File: config.mk
export PLATFORM = sky130hd
export DESIGN_NAME = t08_imem_fetch_ctrl
export DESIGN_NICKNAME = d
export VERILOG_FILES = /design/src/rtl/t08_imem_fetch_ctrl.sv
export SDC_FILE = /design/constraint.sdc
export NUM_CORES = 1
export LEC_CHECK = 0
export BUFFER_PORTS_ARGS = -buffer_cell sky130_fd_sc_hd__buf_2
export CORE_MARGIN = 3
export CORE_UTILIZATION = 48
export DETAILED_ROUTE_END_ITERATION = 8
export PLACE_DENSITY = 0.8
export SLEW_MARGIN = 20
export SYNTH_ARGS = -nofsm -noshare
export SYNTH_HDL_FRONTEND = slang
export SYNTH_SLANG_ARGS = --single-unit
File: constraint.sdc
create_clock -name clk -period 2.32 [get_ports clk]
set_input_delay 0.464 -clock clk [delete_from_list [all_inputs] [get_ports clk]]
set_output_delay 0.464 -clock clk [all_outputs]
set_load 0.02 [all_outputs]
File: src/rtl/t08_imem_fetch_ctrl.sv
// Instruction-memory fetch controller: one read per instruction, holds the word for the decoder.
// Optional bus-wait timeout with sticky fetch_fault is compiled in with T08_IFETCH_TIMEOUT_EN.
module t08_imem_fetch_ctrl #(
  parameter int unsigned TIMEOUT_CYCLES = 255,
  parameter logic [31:0] NOP_INSTR      = 32'h0000_0013
) (
  input  logic        clk,
  input  logic        nrst,
  input  logic [31:0] pc,
  input  logic        mem_busy,
  input  logic        mem_ack,
  input  logic [31:0] mem_rdata,
  output logic        mem_read,
  output logic [31:0] mem_addr,
  output logic [31:0] instr,
  output logic        instr_valid,
  input  logic        instr_ready,
  output logic        counter_on,
  output logic        misaligned,
  output logic        fetch_fault
);

  typedef enum logic [1:0] {
    IDLE = 2'd0,
    REQ  = 2'd1,
    WAIT = 2'd2,
    HOLD = 2'd3
  } state_e;

  state_e      state_q, state_d;
  logic [31:0] instr_q, instr_d;
  logic        valid_q, valid_d;
  logic        misaligned_q, misaligned_d;
  logic [31:0] addr_q, addr_d;
  logic        pc_aligned;

  assign pc_aligned = (pc[1:0] == 2'b00);

`ifdef T08_IFETCH_TIMEOUT_EN
  logic [31:0] wait_cnt_q, wait_cnt_d;
  logic        fault_q, fault_d;
  logic        timeout_hit;

  // Counts every cycle spent waiting on the bus for the current instruction.
  assign timeout_hit = ((state_q == REQ) || (state_q == WAIT)) &&
                       (wait_cnt_q == (TIMEOUT_CYCLES - 32'd1));
`endif

  always_comb begin
    state_d      = state_q;
    instr_d      = instr_q;
    misaligned_d = misaligned_q;
    addr_d       = addr_q;
`ifdef T08_IFETCH_TIMEOUT_EN
    fault_d      = fault_q;
    wait_cnt_d   = wait_cnt_q;
`endif

    unique case (state_q)
      IDLE: state_d = REQ;
      REQ: begin
        if (!pc_aligned) begin
          instr_d      = NOP_INSTR;
          misaligned_d = 1'b1;
          state_d      = HOLD;
        end else if (!mem_busy) begin
          addr_d  = pc;
          state_d = WAIT;
        end
      end
      WAIT: begin
        if (mem_ack) begin
          instr_d      = mem_rdata;
          misaligned_d = 1'b0;
          state_d      = HOLD;
        end
      end
      HOLD: begin
        if (instr_ready) begin
          state_d = REQ;
        end
      end
      default: state_d = IDLE;
    endcase

`ifdef T08_IFETCH_TIMEOUT_EN
    // An ack or a misaligned PC in the final cycle still wins over the timeout.
    if (timeout_hit && (state_d != HOLD)) begin
      fault_d      = 1'b1;
      instr_d      = NOP_INSTR;
      misaligned_d = 1'b0;
      state_d      = HOLD;
    end

    if ((state_d == REQ) && (state_q != REQ)) begin
      wait_cnt_d = 32'd0;
    end else if ((state_q == REQ) || (state_q == WAIT)) begin
      wait_cnt_d = wait_cnt_q + 32'd1;
    end
`endif

    valid_d = (state_d == HOLD);
  end

  always_ff @(posedge clk or negedge nrst) begin
    if (!nrst) begin
      state_q      <= IDLE;
      instr_q      <= NOP_INSTR;
      valid_q      <= 1'b0;
      misaligned_q <= 1'b0;
      addr_q       <= 32'd0;
    end else begin
      state_q      <= state_d;
      instr_q      <= instr_d;
      valid_q      <= valid_d;
      misaligned_q <= misaligned_d;
      addr_q       <= addr_d;
    end
  end

`ifdef T08_IFETCH_TIMEOUT_EN
  always_ff @(posedge clk or negedge nrst) begin
    if (!nrst) begin
      wait_cnt_q <= 32'd0;
      fault_q    <= 1'b0;
    end else begin
      wait_cnt_q <= wait_cnt_d;
      fault_q    <= fault_d;
    end
  end

  assign fetch_fault = fault_q;
`else
  logic unused_timeout;
  assign unused_timeout = ^TIMEOUT_CYCLES;
  assign fetch_fault    = 1'b0;
`endif

  always_comb begin
    mem_read   = 1'b0;
    mem_addr   = 32'd0;
    counter_on = 1'b0;
    unique case (state_q)
      REQ: begin
        mem_read = pc_aligned;
        mem_addr = pc;
      end
      WAIT: mem_addr = addr_q;
      // PC stage advances on the same edge the decoder takes the word.
      HOLD: counter_on = instr_ready;
      default: ;
    endcase
  end

  assign instr       = instr_q;
  assign instr_valid = valid_q;
  assign misaligned  = misaligned_q;

endmodule

**Yosys cells after proc, flatten, opt, wreduce, memory -nomap -nowiden**

Index checks and enable logic that the tools add are counted.

- Equal/unequal tests: 6
- Muxes and demuxes: 14
- Bitwise logic cells: 1
- Reductions and logical operators: 5

Operator list:

| cell | count |
|---|---|
| 32-bit one-hot mux with 2 select lines | 2 |
| 32-bit two-way mux | 2 |
| 2-bit two-way mux | 4 |
| 2-bit one-hot mux with 4 select lines | 1 |
| 2-bit equality test (second input constant) | 3 |
| 3-bit AND reduction | 2 |
| 2-bit zero test | 2 |
| 1-bit two-way mux | 4 |
| 2-bit inequality test (second input constant) | 2 |
| 2-bit by 1-bit equality test with 1-bit output (second input constant) | 1 |
| 1-bit one-hot mux with 2 select lines | 1 |
| 2-bit nonzero test | 1 |
| 1-bit NOT | 1 |

- Flip-flop bits (word level): 68
- Input bits: 69

**Logic depth before layout (Yosys ltp)**

- Depth in word-level cells: 4
- Mapped depth: 8
- Mapped depth without buffers: 5

**Worst setup path after synthesis**

No wires, ideal clock.

- Path kind: flip-flop to output port
- Start point: reg state_q[0]
- End point: out mem_addr[12]
- Data arrival time: 1.737 ns
- Required time: 1.856 ns
- Path slack: 0.119 ns
- Stages on the path, launching flop included: 7
- Path buffers: 2
- Path through: dfrtp_1 inv_1 ha_1 clkbuf_1 buf_1 a22oi_1 nor2b_1

- Longest elaborated chain between the ends: 2

RTL lines:

| element | line | RTL |
|---|---|---|
| start: declaration | 30 | `state_e state_q, state_d;` |
| start signal: assignment | 113 | `state_q <= state_d;` |
| 2-bit equality test / 2-bit by 1-bit equality test with 1-bit output (equally long branches) | 143 | `unique case (state_q)` |
| 32-bit one-hot mux with 2 select lines (*) | 143 |  |
| end: declaration | 14 | `output logic [31:0] mem_addr,` |

Mark *: on every way between the ends. The rest lies on a longest branch, timed or not.

**Worst setup path in the final report**

- Start point: reg state_q[1]
- End point: out mem_read

- Longest elaborated chain between the ends: 2

RTL lines:

| element | line | RTL |
|---|---|---|
| 2-bit by 1-bit equality test with 1-bit output | 143 |  |
| 1-bit two-way mux | 143 |  |
| end: declaration | 13 | `output logic mem_read,` |

Every way passes these cells.

==> flow_summary.toml <==
[floorplan]
io-pin-count = 138
die_y_um = 90.2
start_util = 0.498
rows = 30
die_w_um = 90.2
core_um2 = 6830
dieArea_um2 = 8140

[yosys]
post_synth_inst_count = 307
synthArstFlopShare = 1.00
syn-cell-area_um2 = 3400
synth_edf_count = 0
yosysSeqAreaShare = 0.501
yosysUniqueCellTypes = 31
ys_seq_elements = 68
synthFlopType = "dfrtp_1"
yosysWarningCount = 0
avgSynthCellArea_um2 = 11.1
syn-num-nets = 381

[setup_path]
r2r_slack_ns = 0.17
required_ns = 1.86
critPathCaptureType = "primary output"
r2r.worst_path.cells = 6
rr_startpoint = "state_q[1]$_DFF_PN0_"
worstPathArrival_ns = 1.77
path_cells = "inv_2, ha_4, or3b_4, inv_1, buf_2"
cp_slowest_cell = "dfrtp_2"
cp_slowest_stage_delay_ns = 0.47
cp_max_fo = 6
crit_type = "reg -> out"
reg2reg_to = "addr_q[21]$_DFFE_PN0P_"
cp-start-kind = "flip-flop"

[final_layout]
drive_gt1_frac = 0.422
antennaDiodeCount = 0
stdcell_count = 544
nNetsFinal = 517
design_area_um2 = 4540
areaGrowthSynthToFinish_pct = 33.3
n_fill_cell = 579
final_common_cell = "buf_2"
final_cell_mix = "buf_2 (136), dfrtp_1 (63), nor2b_1 (34)"

[clock_tree]
cts_buffer_depth = 2
cts.sinks = 68
clkLatencyLatePin_ns = 0.34
cts_tree = "done"
htreeDepth = 3
cts.root.buffer_cell = "clkbuf_8"
clkTransAtPathRegs_ns = 0.08
numCtsBuffers = 9

[place]
io_buffers = 136
dp_hpwl_um = 5590
place_congestion = 0.784
place_inst = 524
place_area_um2 = 4190

[grt]
grt_max_degree = 35
grt.total_usage = 0.192
overflow = 0
antenna_found_initial = 0
grt_pass1_vias = 2688
grt_pass1_wl_um = 12700

[sta]
period_needed_ns = 2.23
setup_tns_ns = 0
finalHoldViolations = 0
clock-skew-final_ns = 0.00759
setup_viol_count_final = 0
fin_crit_sh = 0.962
final_max_slew_viol_count = 0
fmax_mhz = 448
fin_hold_ws_ns = 0.0752
rsz0062_at_grt = "false"
worst_pin_slew_ns = 0.540
relSlewSlack = 0.631

[route]
avgRoutedWirePerCell_um = 15.1
viasPerCell = 5.02
ant_nets = 0
drcViolationCount = 0
firstDrtPassIters = 4
drt_iter0_markers = 90
drt_wl_total_um = 8210
vias = 2732

[power_and_ir_drop]
ir_worst_vdd_mv = 0.656
powerDensity_nw_per_um2 = 1520
p_leak_nw = 2.31
power.total_mw = 6.88

[status]
status = "finished, final reports clean"

[hold_path]
hp-class = "in -> async"

[flow_run]
drv_cap = 0
cell type report:
cell class	count	area (µm²)	share of cell area
well taps	96	120	0.0265
clock inverters	6	87.6	0.0193
flip-flops and latches	68	1710	0.377
multi-input cells	181	1470	0.324
clock buffers	10	138	0.0303
inverters	35	131	0.0290
repair buffers	148	881	0.194
where the power goes:
part | switching [mW] | total (mW) | leakage (nW) | internal, mW
registers | 0.305 | 2.05 | 0.863 | 1.75
logic | 2.10 | 3.73 | 1.34 | 1.64
clock network | 0.467 | 1.10 | 0.105 | 0.632
state kept, by name, summed over array words and instances, names as in the netlist:
signal and flops:
misaligned 1, instr_valid 1, addr_q 32, instr 32, state_q 2
Yosys cell counts, types with 4 or more instances:
master / number / share of area
a22oi_1: 32 / 0.071
buf_4: 4 / 0.0088
clkbuf_1: 13 / 0.014
dfrtp_1: 65 / 0.48
ha_1: 5 / 0.018
inv_1: 35 / 0.039
mux2_1: 21 / 0.069
mux2_2: 12 / 0.040
mux2i_1: 29 / 0.085
nand2_1: 30 / 0.033
nand2b_1: 4 / 0.0074
nor2b_1: 34 / 0.062
metrics by stage:
step	setup slack (ns)	util
after floorplan	0.119	-
after global placement	0.243	0.614
after detailed placement	0.163	0.614
after CTS	0.00736	0.651
after global routing	0.0147	0.664
final	0.0873	0.664
worst max path at each step:
stage                          from  slack, ns                endpoint
2_1_floorplan  state_q[0]$_DFF_PN0_       0.12            mem_addr[12]
3_3_place_gp   state_q[1]$_DFF_PN0_       0.24  addr_q[26]$_DFFE_PN0P_
3_5_place_dp   state_q[1]$_DFF_PN0_       0.16  addr_q[24]$_DFFE_PN0P_
4_1_cts        state_q[0]$_DFF_PN0_      0.007            mem_addr[28]
5_1_grt        state_q[0]$_DFF_PN0_       0.01            mem_addr[27]
6_report       state_q[1]$_DFF_PN0_       0.09                mem_read
metal layers:
metal | vias to the layer above | track usage | wire (µm)
met3 | 17 | 0.0368 | 358
met2 | 86 | 0.332 | 4220
met5 | - | 0 | 0
li1 | 1292 | - | -
met1 | 1337 | 0.228 | 3440
met4 | 0 | 0.0944 | 196
kinds of logic after synthesis:
kind of cell,Yosys count,synth area share
DFF,68,0.501
AOI/OAI and AO/OA,40,0.0886
other,1,0.00110
muxes,62,0.194
adders and majority gates,5,0.0184
and+or+nand+nor,73,0.118
buffers and inverters,58,0.0787
critical path: cells and delay by family (launching register included):
kind                     cells  cell delay (ns)
AND/OR/NAND/NOR              1             0.45
buffers and inverters        3             0.34
flip-flops                   1             0.47
adder cells (fa/ha/maj)      1             0.18
what timing repair did:
item	CTS	global route
setup buffers	0	2
hold buffers	0	0
resized for setup	6	7
setup endpoints to repair	27	33
gates cloned	0	2
No activity file was read; power rests on OpenSTA's default activity.
